### src/rtl/uart_calc_ctl.sv
// Byte-stream calculator: parses operand, operand, operator from the UART receive strobe,
// shows the 4-bit result plus carry/borrow on the LEDs and reports it as a 3-byte ASCII message.
module uart_calc_ctl (
    input  logic       clk12m,
    input  logic       rst,
    input  logic [7:0] rx_data,
    input  logic       rx_data_rdy,
    output logic [7:0] tx_data,
    output logic       tx_data_rdy,
    input  logic       tx_busy,
    output logic [4:0] leds,
    output logic       err
);

    typedef enum logic [1:0] {P_EMPTY, P_ONE, P_TWO} p_state_t;
    typedef enum logic [1:0] {T_IDLE, T_SEND, T_GAP} t_state_t;

    p_state_t   p_state, p_next;
    t_state_t   t_state, t_next;
    logic [3:0] opa, opb, opa_next, opb_next;
    logic [4:0] leds_next;
    logic [1:0] idx, idx_next;
    logic [7:0] tx_data_next, msg_byte;
    logic       tx_data_rdy_next, err_next, start_tx;
    logic       is_operand, is_plus, is_minus, tx_active;

    assign is_operand = (rx_data < 8'h10);
    assign is_plus    = (rx_data == 8'h2B);
    assign is_minus   = (rx_data == 8'h2D);
    assign tx_active  = (t_state != T_IDLE);

    // Message bytes come straight from leds: leds cannot change while a message is in flight.
    always_comb begin
        msg_byte = 8'h0D;
        case (idx)
            2'd0: msg_byte = 8'h30 + {7'd0, leds[4]};
            2'd1: msg_byte = (leds[3:0] < 4'd10) ? 8'h30 + {4'd0, leds[3:0]}
                                                 : 8'h37 + {4'd0, leds[3:0]};
            default: msg_byte = 8'h0D;
        endcase
    end

    always_comb begin
        p_next    = p_state;
        opa_next  = opa;
        opb_next  = opb;
        leds_next = leds;
        err_next  = 1'b0;
        start_tx  = 1'b0;
        if (rx_data_rdy) begin
            if (is_operand) begin
                case (p_state)
                    P_EMPTY: begin
                        opa_next = rx_data[3:0];
                        p_next   = P_ONE;
                    end
                    P_ONE: begin
                        opb_next = rx_data[3:0];
                        p_next   = P_TWO;
                    end
                    default: begin
                        opa_next = opb;
                        opb_next = rx_data[3:0];
                    end
                endcase
            end else if ((is_plus || is_minus) && p_state == P_TWO && !tx_active) begin
                if (is_plus)
                    leds_next = {1'b0, opa} + {1'b0, opb};
                else
                    leds_next = {(opa < opb), opa - opb};
                opa_next = 4'd0;
                opb_next = 4'd0;
                p_next   = P_EMPTY;
                start_tx = 1'b1;
            end else begin
                err_next = 1'b1;
            end
        end
    end

    always_comb begin
        t_next           = t_state;
        idx_next         = idx;
        tx_data_next     = 8'h00;
        tx_data_rdy_next = 1'b0;
        case (t_state)
            T_IDLE: begin
                if (start_tx) begin
                    t_next   = T_SEND;
                    idx_next = 2'd0;
                end
            end
            T_SEND: begin
                if (!tx_busy) begin
                    tx_data_next     = msg_byte;
                    tx_data_rdy_next = 1'b1;
                    t_next           = T_GAP;
                end
            end
            T_GAP: begin
                if (idx == 2'd2) begin
                    idx_next = 2'd0;
                    t_next   = T_IDLE;
                end else begin
                    idx_next = idx + 2'd1;
                    t_next   = T_SEND;
                end
            end
            default: t_next = T_IDLE;
        endcase
    end

    always_ff @(posedge clk12m or posedge rst) begin
        if (rst) begin
            p_state     <= P_EMPTY;
            t_state     <= T_IDLE;
            opa         <= 4'd0;
            opb         <= 4'd0;
            idx         <= 2'd0;
            leds        <= 5'd0;
            tx_data     <= 8'h00;
            tx_data_rdy <= 1'b0;
            err         <= 1'b0;
        end else begin
            p_state     <= p_next;
            t_state     <= t_next;
            opa         <= opa_next;
            opb         <= opb_next;
            idx         <= idx_next;
            leds        <= leds_next;
            tx_data     <= tx_data_next;
            tx_data_rdy <= tx_data_rdy_next;
            err         <= err_next;
        end
    end

endmodule

### config.mk
export PLATFORM = sky130hd
export DESIGN_NAME = uart_calc_ctl
export DESIGN_NICKNAME = d
export VERILOG_FILES = /design/src/rtl/uart_calc_ctl.sv
export SDC_FILE = /design/constraint.sdc
export NUM_CORES = 1
export LEC_CHECK = 0
export CAP_MARGIN = 20
export CORE_MARGIN = 2
export CORE_UTILIZATION = 60
export DETAILED_ROUTE_END_ITERATION = 12
export DONT_BUFFER_PORTS = 1
export PLACE_DENSITY = 0.76
export REMOVE_ABC_BUFFERS = 1
export SLEW_MARGIN = 20
export SYNTH_ARGS = -nofsm -noshare
export SYNTH_HDL_FRONTEND = slang
export SYNTH_SLANG_ARGS = --single-unit
### constraint.sdc
create_clock -name clk12m -period 2.9 [get_ports clk12m]
set_input_delay 0.29 -clock clk12m [delete_from_list [all_inputs] [get_ports clk12m]]
set_output_delay 0.29 -clock clk12m [all_outputs]
set_load 0.01 [all_outputs]
* After elaboration in Yosys (flattened, before gate mapping)
Index checks and enable logic that the tools add are counted.
Storage, ports and cells: register bits 29, latch bits 0, memory bits (writable) 0, memory bits (read-only) 0, input port bits 12, output and inout port bits 15, word-level logic and storage cells 76, memories 0
Operators by class: add/subtract/negate cells 6, $mul 0, divide/modulo/power cells 0, $lt $le $gt $ge 3, equal/unequal tests 13, shift operators 0, multiplexer cells 28, bitwise gates (word level) 1, reductions and logical operators 16
Operators with widths (number):
- $eq 8x6->1 const B | 2
- $mux 4 | 4
- $mux 8 | 2
- $add 6x4->7 const A | 2
- $pmux 7 s2 | 1
- $mux 2 | 6
- $reduce_and 3->1 | 4
- $mux 1 | 9
- $lt 8x5->1 const B | 1
- $ne 2x2->1 const B | 4
- $pmux 2 s2 | 2
- $pmux 4 s2 | 1
- $add 6x1->7 const A | 1
- $mux 7 | 1
- $eq 2x1->1 const B | 3
- $eq 2x2->1 const B | 3
- $logic_not 2->1 | 3
- $pmux 2 s3 | 1
- $reduce_bool 2->1 | 3
- $add 4x4->5 | 1
- $mux 5 | 1
- $lt 4x4->1 | 1
- $lt 4x4->1 const B | 1
- $reduce_and 2->1 | 2
- 7 further kinds | 8

* Longest topological paths before layout
depth after elaboration 9, gate-level depth with buffers 9, gate-level depth less buffers 9

* Least setup slack after synthesis
OpenSTA, ideal clock, no wires.
kind flip-flop to flip-flop, start point reg opb[2], end point reg leds[3], library setup time 0.125 ns, arrival time 1.569 ns, required time 2.775 ns, setup slack 1.206 ns, stages on the path, launching flop included 9, path buffers 1, period minus slack after synthesis 1.694 ns, cells stage by stage dfrtp_1 > inv_1 > ha_1 > clkbuf_1 > nor3b_1 > nor3_1 > mux2i_1 > xnor2_1 > mux2_2
Between the ends: word-level cells in the longest chain between the ends 2, elaborated cells between the ends (all ways) 3, classes of those cells add/sub: 2; mux: 1
Ends and longest elaborated chain:
- start: declaration | RTL line 20 | logic [3:0] opa, opb, opa_next, opb_next;
- start signal: assignment | RTL line 128 | opb <= opb_next;
- $sub 4x4->4 / $add 4x4->5 (equally long branches) | RTL line 70, 68
- $mux 5 (*) | RTL line 67 | if (is_plus)
- end signal: assignment | RTL line 130 | leds <= leds_next;
- end: declaration | RTL line 11 | output logic [4:0] leds,
Every way passes the cells marked *; elsewhere a longest branch is shown, timed or not. A chain may end at the register's enable or synchronous reset.

* Final worst setup path
Ends and elaborated chain as after synthesis.

==> flow_metrics.env <==
export IMPL_timing_final_crit_share=0.615
export IMPL_p_per_area_mw_per_mm2=779
export IMPL_drive_gt1_frac=0.0464
export IMPL_drt_iter0_drc=10
export IMPL_setup_viol=0
export IMPL_yosys_area_share_simple=0.143
export IMPL_ys_ff_latch=28
export IMPL_ys_flop_type="dfrtp_1"
export IMPL_power_frac_comb=0.348
export IMPL_avgSynthCellArea_sq_um=10.1
export IMPL_synth_async_reset_ratio=1.00
export IMPL_path_clk_slew_ns=0.16
export IMPL_internal_power_uw=812
export IMPL_final_area_sq_mm=0.00160
export IMPL_synth_compound_area_share=0.149
export IMPL_swShare=0.349
export IMPL_p_seq_frac=0.446
export IMPL_ctsHoldBuffers=0
export IMPL_worstHoldPathType="in -> reg"
export IMPL_ios=27
export IMPL_seq_area_frac_synth=0.456
export IMPL_clock_sinks=28
export IMPL_cts_inserted_buffers=3
export IMPL_firstDrtPassIters=4
export IMPL_gp_congestion=0.861
export IMPL_initial_core_util=0.625
export IMPL_slew_headroom=0.585
export IMPL_insertion_delay_ns=0.32
export IMPL_portBuffers=0
export IMPL_rsz0062_at_grt="no"
export IMPL_die_w_microns=54.6
export IMPL_worstPathRequired_ns=3.13
export IMPL_grt_usage=0.216
export IMPL_die_area_sq_mm=0.00298
export IMPL_synthXorXnorAreaFrac=0.0285
export IMPL_slew_violations=0
export IMPL_yosys_warnings=0
export IMPL_cts_tree="done"
export IMPL_period_needed_ns=1.78
export IMPL_nets=175
export IMPL_synth_cell_types=37
export IMPL_final_core_util=0.652
export IMPL_cp_max_fo=7
export IMPL_finalHoldViolCount=0
export IMPL_cts_resized=0
export IMPL_cts_setup_buffers=0
export IMPL_critPathArrivalTime_ns=2.01
export IMPL_switchingPower_uw=435
export IMPL_num_vias=1072
export IMPL_peakVddDrop_mv=0.515
export IMPL_clock_skew_ns=0.00251
export IMPL_cp_start_kind="flop"
export IMPL_diodes=0
export IMPL_chipHeight_microns=54.6
export IMPL_status="finished clean"
export IMPL_clkPwrFrac=0.206
export IMPL_total_power_uw=1250
export IMPL_syn_to_final_growth_pct=4.32
export IMPL_clock_path_buffers=2
export IMPL_drv_cap=0
export IMPL_p_leak_uw=0.000782
export IMPL_synth_top_family_by_area="compound AO/OA/AOI/OAI gates"
export IMPL_synth_mux_area_frac=0.0603
export IMPL_setup_tns_ns=0
export IMPL_synth_edf_count=0
export IMPL_antenna_found_initial=0
export IMPL_rows=18
export IMPL_drc=0
export IMPL_synth_adder_area_share=0.0994
export IMPL_core_area_sq_mm=0.00245
export IMPL_route_detailed_wl_per_inst_microns=15.4
export IMPL_grt_pass1_vias=1041
export IMPL_worstSetupEndpointType="flop"
export IMPL_via_per_inst=5.92
export IMPL_final_fill_count=209
export IMPL_ant_nets=0
export IMPL_hpwl_microns=2090
export IMPL_htree_num_levels=1
export IMPL_wirelength_microns=2780
export IMPL_worst_pin_slew_ns=0.618
export IMPL_place_area_sq_mm=0.00154
export IMPL_syn_inst=152
export IMPL_grt_overflow_total=0
export IMPL_fmax_ghz=0.561
export IMPL_cts_root_buf="clkbuf_4"
export IMPL_grt_pass1_wl_microns=4620
export IMPL_synth_area_sq_mm=0.00154
export IMPL_critPathKind="reg -> reg"
export IMPL_grt_max_degree=29
routing by layer:
layer / wire length (microns) / share of wire / global-route usage / up-vias
met2: 1410 / 0.51 / 0.349 / 26
met4: 20 / 0.0072 / 0.0792 / 0
met1: 1220 / 0.44 / 0.276 / 526
li1: - / - / - / 518
met3: 140 / 0.050 / 0.0546 / 2
met5: 0 / 0 / 0 / -
power by group through the flow:
stage          clock (uW)  sequential, uW  combinational (uW)
2_1_floorplan           0             538                 358
3_3_place_gp            0             558                 415
3_5_place_dp            0             563                 433
4_1_cts               260             556                 435
5_1_grt               278             573                 504
6_report              257             557                 434
final timing paths:
path	endpoint	slack, ns	cells past startpoint	startpoint
max in group asynchronous	opb[0]	2.08	2	rst
worst min-delay path	p_state[0]	0.05	1	rx_data[5]
worst min register to register	opa[0]	0.55	1	opa[0]
worst max register to register	leds[3]	1.12	7	opb[2]
min in group asynchronous	tx_data[3]	0.45	2	rst
worst max-delay path	leds[3]	1.12	7	opb[2]
placed cells by master, fill, tap and decap left out, types with 2 or more instances in the layout:
| master | n |
|---|---|
| xor2_1 | 2 |
| nor2_1 | 13 |
| xnor2_1 | 3 |
| o21a_1 | 2 |
| a21oi_1 | 9 |
| fa_1 | 2 |
| nand3_1 | 5 |
| clkbuf_4 | 3 |
| dfrtp_1 | 28 |
| o2bb2ai_1 | 4 |
| nand2_1 | 7 |
| ha_1 | 9 |
| mux2i_1 | 7 |
| a31oi_1 | 2 |
| nor2b_1 | 4 |
| nor3_1 | 5 |
| a22o_1 | 5 |
| inv_1 | 15 |
| o21ai_0 | 4 |
| nand2b_1 | 3 |
| o31ai_1 | 2 |
cells in the mapped netlist (2+ instances only):
library cell  count  area share
dfrtp_1          28        0.46
nor2b_1           4       0.016
nand3_1           5       0.016
mux2i_1           7       0.046
fa_1              2       0.026
o21ai_0           4       0.013
o21a_1            2      0.0098
xnor2_1           3       0.017
nor2_1           13       0.032
a31oi_1           2      0.0081
o2bb2ai_1         4       0.023
xor2_1            2       0.011
a22o_1            5       0.029
inv_1            16       0.039
clkbuf_1          4      0.0098
ha_1              9       0.073
nand2b_1          3       0.012
o31ai_1           2      0.0098
a21oi_1           9       0.029
nor3_1            5       0.016
nand2_1           7       0.017
registers in the layout (all words and copies together), names as in the netlist:
| signal | cells |
|---|---|
| p_state | 2 |
| tx_data | 7 |
| idx | 2 |
| opb | 4 |
| t_state | 2 |
| opa | 4 |
| tx_data_rdy | 1 |
| leds | 5 |
| err | 1 |
layout make-up:
cell class | count | area (sq um) | share of cell area
inverters | 16 | 60.1 | 0.0375
clock inverters | 1 | 30.0 | 0.0187
flip-flops and latches | 28 | 701 | 0.437
multi-input cells | 102 | 741 | 0.462
clock buffers | 3 | 22.5 | 0.0141
repair buffers | 1 | 10.0 | 0.00625
well taps | 30 | 37.5 | 0.0234
cell families (layout without fill, tap and decap cells):
kind of cell               Yosys count  in the layout
adders and majority gates           11             11
DFF                                 28             28
other                                1              1
and+or+nand+nor                     43             43
xor gates and xnor gates             5              5
AOI/OAI and AO/OA                   33             33
muxes                                9              9
buffers and inverters               22             21
critical path, stage by stage, from the launching register on:
cell	delay, ns
dfrtp_1	0.43
inv_1	0.07
ha_1	0.37
nor3b_1	0.24
nor3_1	0.08
mux2i_1	0.15
xnor2_1	0.09
mux2_2	0.25
through the flow:
step           std cells  hold WS, ns  worst slack [ns]
2_1_floorplan        146        0.355              1.30
3_3_place_gp         176        0.402              1.14
3_5_place_dp         176        0.405              1.08
4_1_cts              180       0.0412              1.10
5_1_grt              181       0.0398             0.994
6_report             181       0.0495              1.12
(Power assumes the default switching activity.)
